<file path="config.mk">
export PLATFORM = sky130hd
export DESIGN_NAME = unified_mem_arbiter
export DESIGN_NICKNAME = d
export VERILOG_FILES = /design/src/rtl/unified_mem_arbiter.sv
export SDC_FILE = /design/constraint.sdc
export NUM_CORES = 1
export LEC_CHECK = 0
export CORE_MARGIN = 3
export CORE_UTILIZATION = 42
export DETAILED_ROUTE_END_ITERATION = 10
export GPL_TIMING_DRIVEN = 0
export HOLD_SLACK_MARGIN = 0.05
export PLACE_DENSITY = 0.8
export SLEW_MARGIN = 20
export SYNTH_ARGS = -nofsm -noshare
export SYNTH_HDL_FRONTEND = slang
export SYNTH_SLANG_ARGS = --single-unit
</file>
<file path="constraint.sdc">
create_clock -name clk -period 1.8 [get_ports clk]
set_input_delay 0.27 -clock clk [delete_from_list [all_inputs] [get_ports clk]]
set_output_delay 0.27 -clock clk [all_outputs]
set_load 0.01 [all_outputs]
</file>
<file path="src/rtl/unified_mem_arbiter.sv">
// rtl/unified_mem_arbiter.sv - single-port arbiter for unified instruction/data memory
// Ports:
//   clk, rst_n                 clock, asynchronous active-low reset
//   if_req/if_addr             fetch request in; if_rdata/if_done result out
//   d_read/d_write/d_addr/d_wdata/d_size/d_unsigned   data request in
//   d_rdata/d_done/d_misalign  data result out
//   stall                      pipeline hold
//   mem_req/mem_we/mem_addr/mem_wdata/mem_be   external memory request
//   mem_ack/mem_rdata          external memory completion and read data
module unified_mem_arbiter (
    input  logic        clk,
    input  logic        rst_n,
    input  logic        if_req,
    input  logic [31:0] if_addr,
    output logic [31:0] if_rdata,
    output logic        if_done,
    input  logic        d_read,
    input  logic        d_write,
    input  logic [31:0] d_addr,
    input  logic [31:0] d_wdata,
    input  logic [1:0]  d_size,
    input  logic        d_unsigned,
    output logic [31:0] d_rdata,
    output logic        d_done,
    output logic        d_misalign,
    output logic        stall,
    output logic        mem_req,
    output logic        mem_we,
    output logic [31:0] mem_addr,
    output logic [31:0] mem_wdata,
    output logic [3:0]  mem_be,
    input  logic        mem_ack,
    input  logic [31:0] mem_rdata
);

    typedef enum logic [1:0] {IDLE, DATA, FETCH} state_t;

    state_t      state, state_nx;
    logic        d_served, if_served;
    logic [31:0] d_rdata_q, if_rdata_q;
    logic        d_pend, if_pend, misaligned;
    logic        is_byte, is_half, is_word;
    logic        issue_d, issue_if, d_ack, if_ack;
    logic [3:0]  be_calc;
    logic [31:0] wdata_calc, lane, load_ext;
    logic [4:0]  lane_shift;

    assign is_byte = (d_size == 2'b00);
    assign is_half = (d_size == 2'b01);
    assign is_word = d_size[1];

    assign d_pend     = (d_read | d_write) & ~d_served;
    assign if_pend    = if_req & ~if_served;
    assign misaligned = (is_half & d_addr[0]) | (is_word & (d_addr[1:0] != 2'b00));

    assign issue_d  = (state == IDLE) & d_pend & ~misaligned;
    assign issue_if = (state == IDLE) & ~d_pend & if_pend;
    assign d_ack    = (state == DATA) & mem_ack;
    assign if_ack   = (state == FETCH) & mem_ack;

    assign d_misalign = (state == IDLE) & d_pend & misaligned;
    assign d_done     = d_misalign | d_ack;
    assign if_done    = if_ack;

    assign stall = ~((~(d_read | d_write) | d_served | d_done) &
                     (~if_req | if_served | if_done));

    // Byte enables and lane-replicated store data.
    always_comb begin
        be_calc    = 4'b1111;
        wdata_calc = d_wdata;
        if (is_byte) begin
            be_calc    = 4'b0001 << d_addr[1:0];
            wdata_calc = {4{d_wdata[7:0]}};
        end else if (is_half) begin
            be_calc    = 4'b0011 << {d_addr[1], 1'b0};
            wdata_calc = {2{d_wdata[15:0]}};
        end
    end

    // Shift the addressed lane down to bit 0, then extend.
    always_comb begin
        lane_shift = 5'd0;
        if (is_byte)
            lane_shift = {d_addr[1:0], 3'b000};
        else if (is_half)
            lane_shift = {d_addr[1], 4'b0000};
    end

    assign lane = mem_rdata >> lane_shift;

    always_comb begin
        load_ext = lane;
        if (is_byte)
            load_ext = {{24{~d_unsigned & lane[7]}}, lane[7:0]};
        else if (is_half)
            load_ext = {{16{~d_unsigned & lane[15]}}, lane[15:0]};
    end

    // The acknowledged result is visible combinationally in the ack cycle,
    // then held from the register until the pipeline advances.
    assign d_rdata  = d_ack  ? load_ext  : d_rdata_q;
    assign if_rdata = if_ack ? mem_rdata : if_rdata_q;

    always_ff @(posedge clk or negedge rst_n) begin
        if (!rst_n)
            state <= IDLE;
        else
            state <= state_nx;
    end

    always_comb begin
        state_nx = state;
        case (state)
            IDLE: begin
                if (issue_d)
                    state_nx = DATA;
                else if (issue_if)
                    state_nx = FETCH;
            end
            DATA:    if (mem_ack) state_nx = IDLE;
            FETCH:   if (mem_ack) state_nx = IDLE;
            default: state_nx = IDLE;
        endcase
    end

    always_ff @(posedge clk or negedge rst_n) begin
        if (!rst_n) begin
            mem_req   <= 1'b0;
            mem_we    <= 1'b0;
            mem_addr  <= 32'h0;
            mem_wdata <= 32'h0;
            mem_be    <= 4'b0000;
        end else if (issue_d) begin
            mem_req   <= 1'b1;
            mem_we    <= d_write;
            mem_addr  <= d_addr & 32'hFFFF_FFFC;
            mem_wdata <= wdata_calc;
            mem_be    <= be_calc;
        end else if (issue_if) begin
            mem_req   <= 1'b1;
            mem_we    <= 1'b0;
            mem_addr  <= if_addr & 32'hFFFF_FFFC;
            mem_wdata <= 32'h0;
            mem_be    <= 4'b1111;
        end else if (d_ack | if_ack) begin
            mem_req   <= 1'b0;
        end
    end

    // Served flags keep a completed access from being reissued while the
    // other port is still holding the pipeline.
    always_ff @(posedge clk or negedge rst_n) begin
        if (!rst_n) begin
            d_served   <= 1'b0;
            if_served  <= 1'b0;
            d_rdata_q  <= 32'h0;
            if_rdata_q <= 32'h0;
        end else begin
            if (!stall) begin
                d_served  <= 1'b0;
                if_served <= 1'b0;
            end else begin
                if (d_done)
                    d_served <= 1'b1;
                if (if_done)
                    if_served <= 1'b1;
            end
            if (d_ack)
                d_rdata_q <= load_ext;
            if (if_ack)
                if_rdata_q <= mem_rdata;
        end
    end

endmodule

</file>
Word level (Yosys, flattened, before mapping)

Cells that the tools add are included.

Bits in registers: 138
Input port bits: 137
Output and inout port bits: 138

Eq/ne operators: 5
Shift-type cells: 3
Mux-type cells: 29
Bitwise gates (word level): 30
Reductions and logical operators: 9

Operators by type and width:

| cell                | number |
|---|---|
| $mux 32             | 10 |
| $shr 32x5->32       | 1 |
| $mux 4              | 4 |
| $and 1x1->1         | 14 |
| $mux 5              | 2 |
| $mux 1              | 9 |
| $not 1->1           | 8 |
| $or 1x1->1          | 8 |
| $reduce_bool 2->1   | 4 |
| $mux 2              | 3 |
| $eq 2x1->1 const B  | 2 |
| $logic_not 2->1     | 2 |
| $pmux 2 s2          | 1 |
| $shl 1x2->4 const A | 1 |
| $shl 2x2->4 const A | 1 |
| $ne 3x3->1 const B  | 1 |
| $reduce_bool 3->1   | 1 |
| $eq 2x2->1 const B  | 1 |
| $ne 2x1->1 const B  | 1 |
| $reduce_and 2->1    | 1 |
| $reduce_or 2->1     | 1 |

Longest topological paths before layout

Depth in word-level cells: 8
Gate-level depth with buffers: 7
Mapped depth without buffers: 6

Worst setup path after synthesis

Ideal clock, no wire load.

Path type: input port to output port
Start: input d_size[0]
End: output d_rdata[4]
Data arrival time: 1.495 ns
Required time: 1.530 ns
Path slack: 0.035 ns
Stages: 6
Cell sequence: buf_2 nor2_4 nand2_2 buf_2 mux2i_1 o221ai_1

Longest elaborated chain between the ends: 7

RTL lines:

| element         | line | source |
|---|---|---|
| start, declared | 21   | `input logic [1:0] d_size,` |
| $eq 2x1->1      | 49   | `assign is_half = (d_size == 2'b01);` |
| $mux 5          | 86   | `else if (is_half)` |
| $mux 5          | 84   | `if (is_byte)` |
| $shr 32x5->32   | 90   | `assign lane = mem_rdata >> lane_shift;` |
| $mux 32         | 96   | `else if (is_half)` |
| $mux 32 (*)     | 94   | `if (is_byte)` |
| $mux 32 (*)     | 102  | `assign d_rdata = d_ack ? load_ext : d_rdata_q;` |
| end, declared   | 23   | `output logic [31:0] d_rdata,` |

Mark *: on every way between the ends. The rest lies on a longest branch, timed or not.

Worst setup path after layout

Start: register state[1]
End: output d_rdata[12]

Longest elaborated chain between the ends: 3

RTL lines:

| element                | line | source |
|---|---|---|
| start, declared        | 38   | `state_t state, state_nx;` |
| start signal, assigned | 109  | `state <= state_nx;` |
| $eq 2x1->1             | 58   | `assign d_ack = (state == DATA) & mem_ack;` |
| $and 1x1->1            | 58   |  |
| $mux 32                | 102  |  |

Every way passes these cells.

==> impl_metrics.json <==
{
  "timing.rr.end": "mem_wdata[6]$_DFFE_PN0P_",
  "dpl.hpwl_mm": 15.7,
  "dieArea_um2": 16200,
  "synthTopCellsByArea": "dfrtp_1 (55%), mux2i_1 (7.4%), mux2_2 (5.8%), o22ai_1 (3.1%), nor2_1 (3.1%)",
  "yosysTopAreaCell": "dfrtp_1",
  "grt_pass1_wl_mm": 35.7,
  "synthDistinctLibCells": 54,
  "grt_max_degree": 82,
  "min_to": "mem_be[0]$_DFFE_PN0P_",
  "worst-setup-path-type": "reg2out",
  "worst_hold_slack_ns": 0.192,
  "final_cell_mix": "clkdlybuf4s50_1 (195), dfrtp_1 (136), buf_6 (64)",
  "cts.path.max_buffers": 2,
  "fin_ws_ns": -0.557,
  "grt.total_usage": 0.286,
  "wl_per_cell_um": 23.0,
  "post-place-ws_ns": -1.08,
  "yosysWarnings": 0,
  "dpl.cell_count": 992,
  "start_util": 0.437,
  "grt_pass1_vias": 6463,
  "synth-seq-cells": 136,
  "syn_area_per_cell_um2": 11.4,
  "overflow": 0,
  "die_y_um": 127,
  "fin_cells": 1103,
  "seqCellArea_um2": 3400,
  "synth.top_cell.area_share": 0.551,
  "violations": "negative setup slack",
  "fin_skew_ns": 0.00697,
  "maxSlewViolCount": 0,
  "port_buffers": 268,
  "cp_max_fo": 8,
  "tightest_slew_ns": 0.668,
  "power_density_nw_per_um2": 1700,
  "grt_setup_unrepaired": "true",
  "worstPathRequired_ns": 1.53,
  "layout_commonest_cell": "clkdlybuf4s50_1",
  "reg2reg_depth": 10,
  "async_flop_share": 1.00,
  "p_int_mw": 12.9,
  "holdPathStages": 3,
  "p_sw_mw": 6.70,
  "cap_violations": 0,
  "routed_via_density": 5.73,
  "hold_class": "in2reg",
  "area_delta_synth_final_pct": 86.0,
  "finalCriticalPeriod_ns": 2.36,
  "place_congestion": 0.870,
  "p_leak_nw": 5.05,
  "drive_gt1_frac": 0.381,
  "hold_start": "d_size[1]",
  "multi_input_area_um2": 3310,
  "setup_tns_ns": -30.75,
  "seqPwrFrac": 0.271,
  "slew_headroom": 0.554,
  "insertion_delay_ns": 0.43,
  "drtAntennaViolNets": 0,
  "setup_violations": 133,
  "final_hold_viol_count": 0,
  "r2r_slack_ns": -0.16,
  "wl_mm": 25.3,
  "clk_pin_slew_ns": 0.06,
  "setup.worst_path.start_class": "flip-flop",
  "htreeDepth": 4,
  "num_rows": 43,
  "cp-end-kind": "output pin",
  "cts_tree": "yes",
  "drc_errors": 0,
  "initialDrtViolationCount": 478,
  "pwr-share-comb": 0.533,
  "crit_arrival_ns": 2.09,
  "core_area_um2": 14100,
  "root_buffer": "clkbuf_16",
  "numCtsBuffers": 17,
  "fin_util": 0.812,
  "synthFlopType": "dfrtp_1",
  "synth_enable_flop_cells": 0,
  "dr_total_vias": 6320,
  "fillerInstances": 735,
  "ios": 275,
  "max_freq_mhz": 424,
  "status": "finished, violations left",
  "crit_start": "state[1]$_DFFE_PN0P_",
  "p_sw_frac": 0.342,
  "p_clk_frac": 0.196,
  "r2r-start": "state[1]$_DFFE_PN0P_",
  "finalCritPeriodShare": 1.31,
  "synthesis.area_um2": 6180,
  "dr.pass1.iters": 5,
  "ir_worst_vdd_mv": 1.12,
  "antenna_found_initial": 1,
  "syn_inst": 542,
  "synth-seq-area-share": 0.551,
  "fp.dieW_um": 127,
  "clock-sinks": 136,
  "final_nets": 1049
}
-- cell families (layout without fill, tap and decap cells) --
group / count (synthesis) / after routing / synth area share
other: 1 / 3 / 0.000607
flip-flops: 136 / 136 / 0.551
multiplexers: 79 / 79 / 0.135
adder cells (fa/ha/maj): 3 / 3 / 0.00607
AO/OA/AOI/OAI: 126 / 126 / 0.155
AND/OR/NAND/NOR: 151 / 152 / 0.112
buffers and inverters: 46 / 424 / 0.0411
-- registers in the layout, summed over array words and instances, names as in the netlist --
name	flops
d_served	1
mem_addr	30
mem_we	1
state	2
mem_be	4
mem_wdata	32
if_served	1
d_rdata_q	32
if_rdata_q	32
mem_req	1
-- cell type report --
class / instances / share of cell area
well taps: 180 / 0.0196
plain buffers: 40 / 0.0368
clock inverters: 12 / 0.0173
multi-input cells: 362 / 0.288
repair buffers: 348 / 0.301
inverters: 4 / 0.00239
clock buffers: 20 / 0.0389
flip-flops and latches: 136 / 0.296
diodes: 1 / 0.000218
-- repair_timing --
item / 4_1_cts / 5_1_grt
resized for setup: 462 / 130
pin swaps: 14 / 19
endpoints found under the hold margin: 55 / 0
hold buffers: 1 / 0
setup endpoints to repair: 143 / 137
cloned: 4 / 7
buffers inserted: 40 / 34
-- power by group through the flow --
| stage | combinational (mW) | clock [mW] | sequential [mW] |
|---|---|---|---|
| after floorplan | 3.14 | 0 | 5.36 |
| after global placement | 7.56 | 0 | 5.08 |
| after detailed placement | 7.74 | 0 | 5.15 |
| after CTS | 8.74 | 3.86 | 5.14 |
| after global routing | 11.0 | 4.02 | 5.45 |
| final | 10.4 | 3.84 | 5.31 |
-- metal layers --
layer | vias to the layer above | share of wire | GRT usage
li1 | 2725 | - | -
met2 | 345 | 0.50 | 0.472
met4 | 0 | 0.052 | 0.158
met3 | 105 | 0.065 | 0.0623
met5 | - | 0 | 0
met1 | 3145 | 0.38 | 0.348
-- synthesized netlist by cell type, drive strengths merged (2+ instances only) --
master   number
o21ai        11
clkbuf       11
dfrtp       136
buf          31
o21bai        2
o221ai        7
and3          2
o211ai        8
and2          2
o2bb2ai      16
nand2        50
nor3         32
mux2i        46
a21oi         3
ha            3
nor2b         2
inv           3
a2bb2oi       2
nand2b        2
mux2         33
o2111ai       3
a31oi        17
o22ai        31
nand3         3
nor2         53
a22o         18
-- metrics by stage --
step | power [mW] | instance area [um^2]
5_1_grt | 20.4 | 11500
2_1_floorplan | 8.50 | 6180
4_1_cts | 17.7 | 10600
3_3_place_gp | 12.6 | 9090
3_5_place_dp | 12.9 | 9130
6_report | 19.6 | 11500
-- worst max path at each step --
| stage | slack (ns) | end | depth (start not counted) |
|---|---|---|---|
| 6_report | -0.56 | d_rdata[12] | 7 |
| 5_1_grt | -0.65 | d_rdata[20] | 8 |
| 4_1_cts | -0.47 | d_rdata[9] | 7 |
| 3_5_place_dp | -1.08 | d_rdata[24] | 7 |
| 3_3_place_gp | -4.74 | mem_wdata[10]$_DFFE_PN0P_ | 1 |
| 2_1_floorplan | 0.04 | d_rdata[4] | 6 |
-- critical path, cell delays in order (launching register included) --
cell,delay [ns]
dfrtp_1,0.42
inv_2,0.09
ha_4,0.14
and2_4,0.20
and2_4,0.17
o2111ai_4,0.18
o211ai_1,0.23
buf_2,0.23
Note: power is estimated with default switching activity, not from simulation.
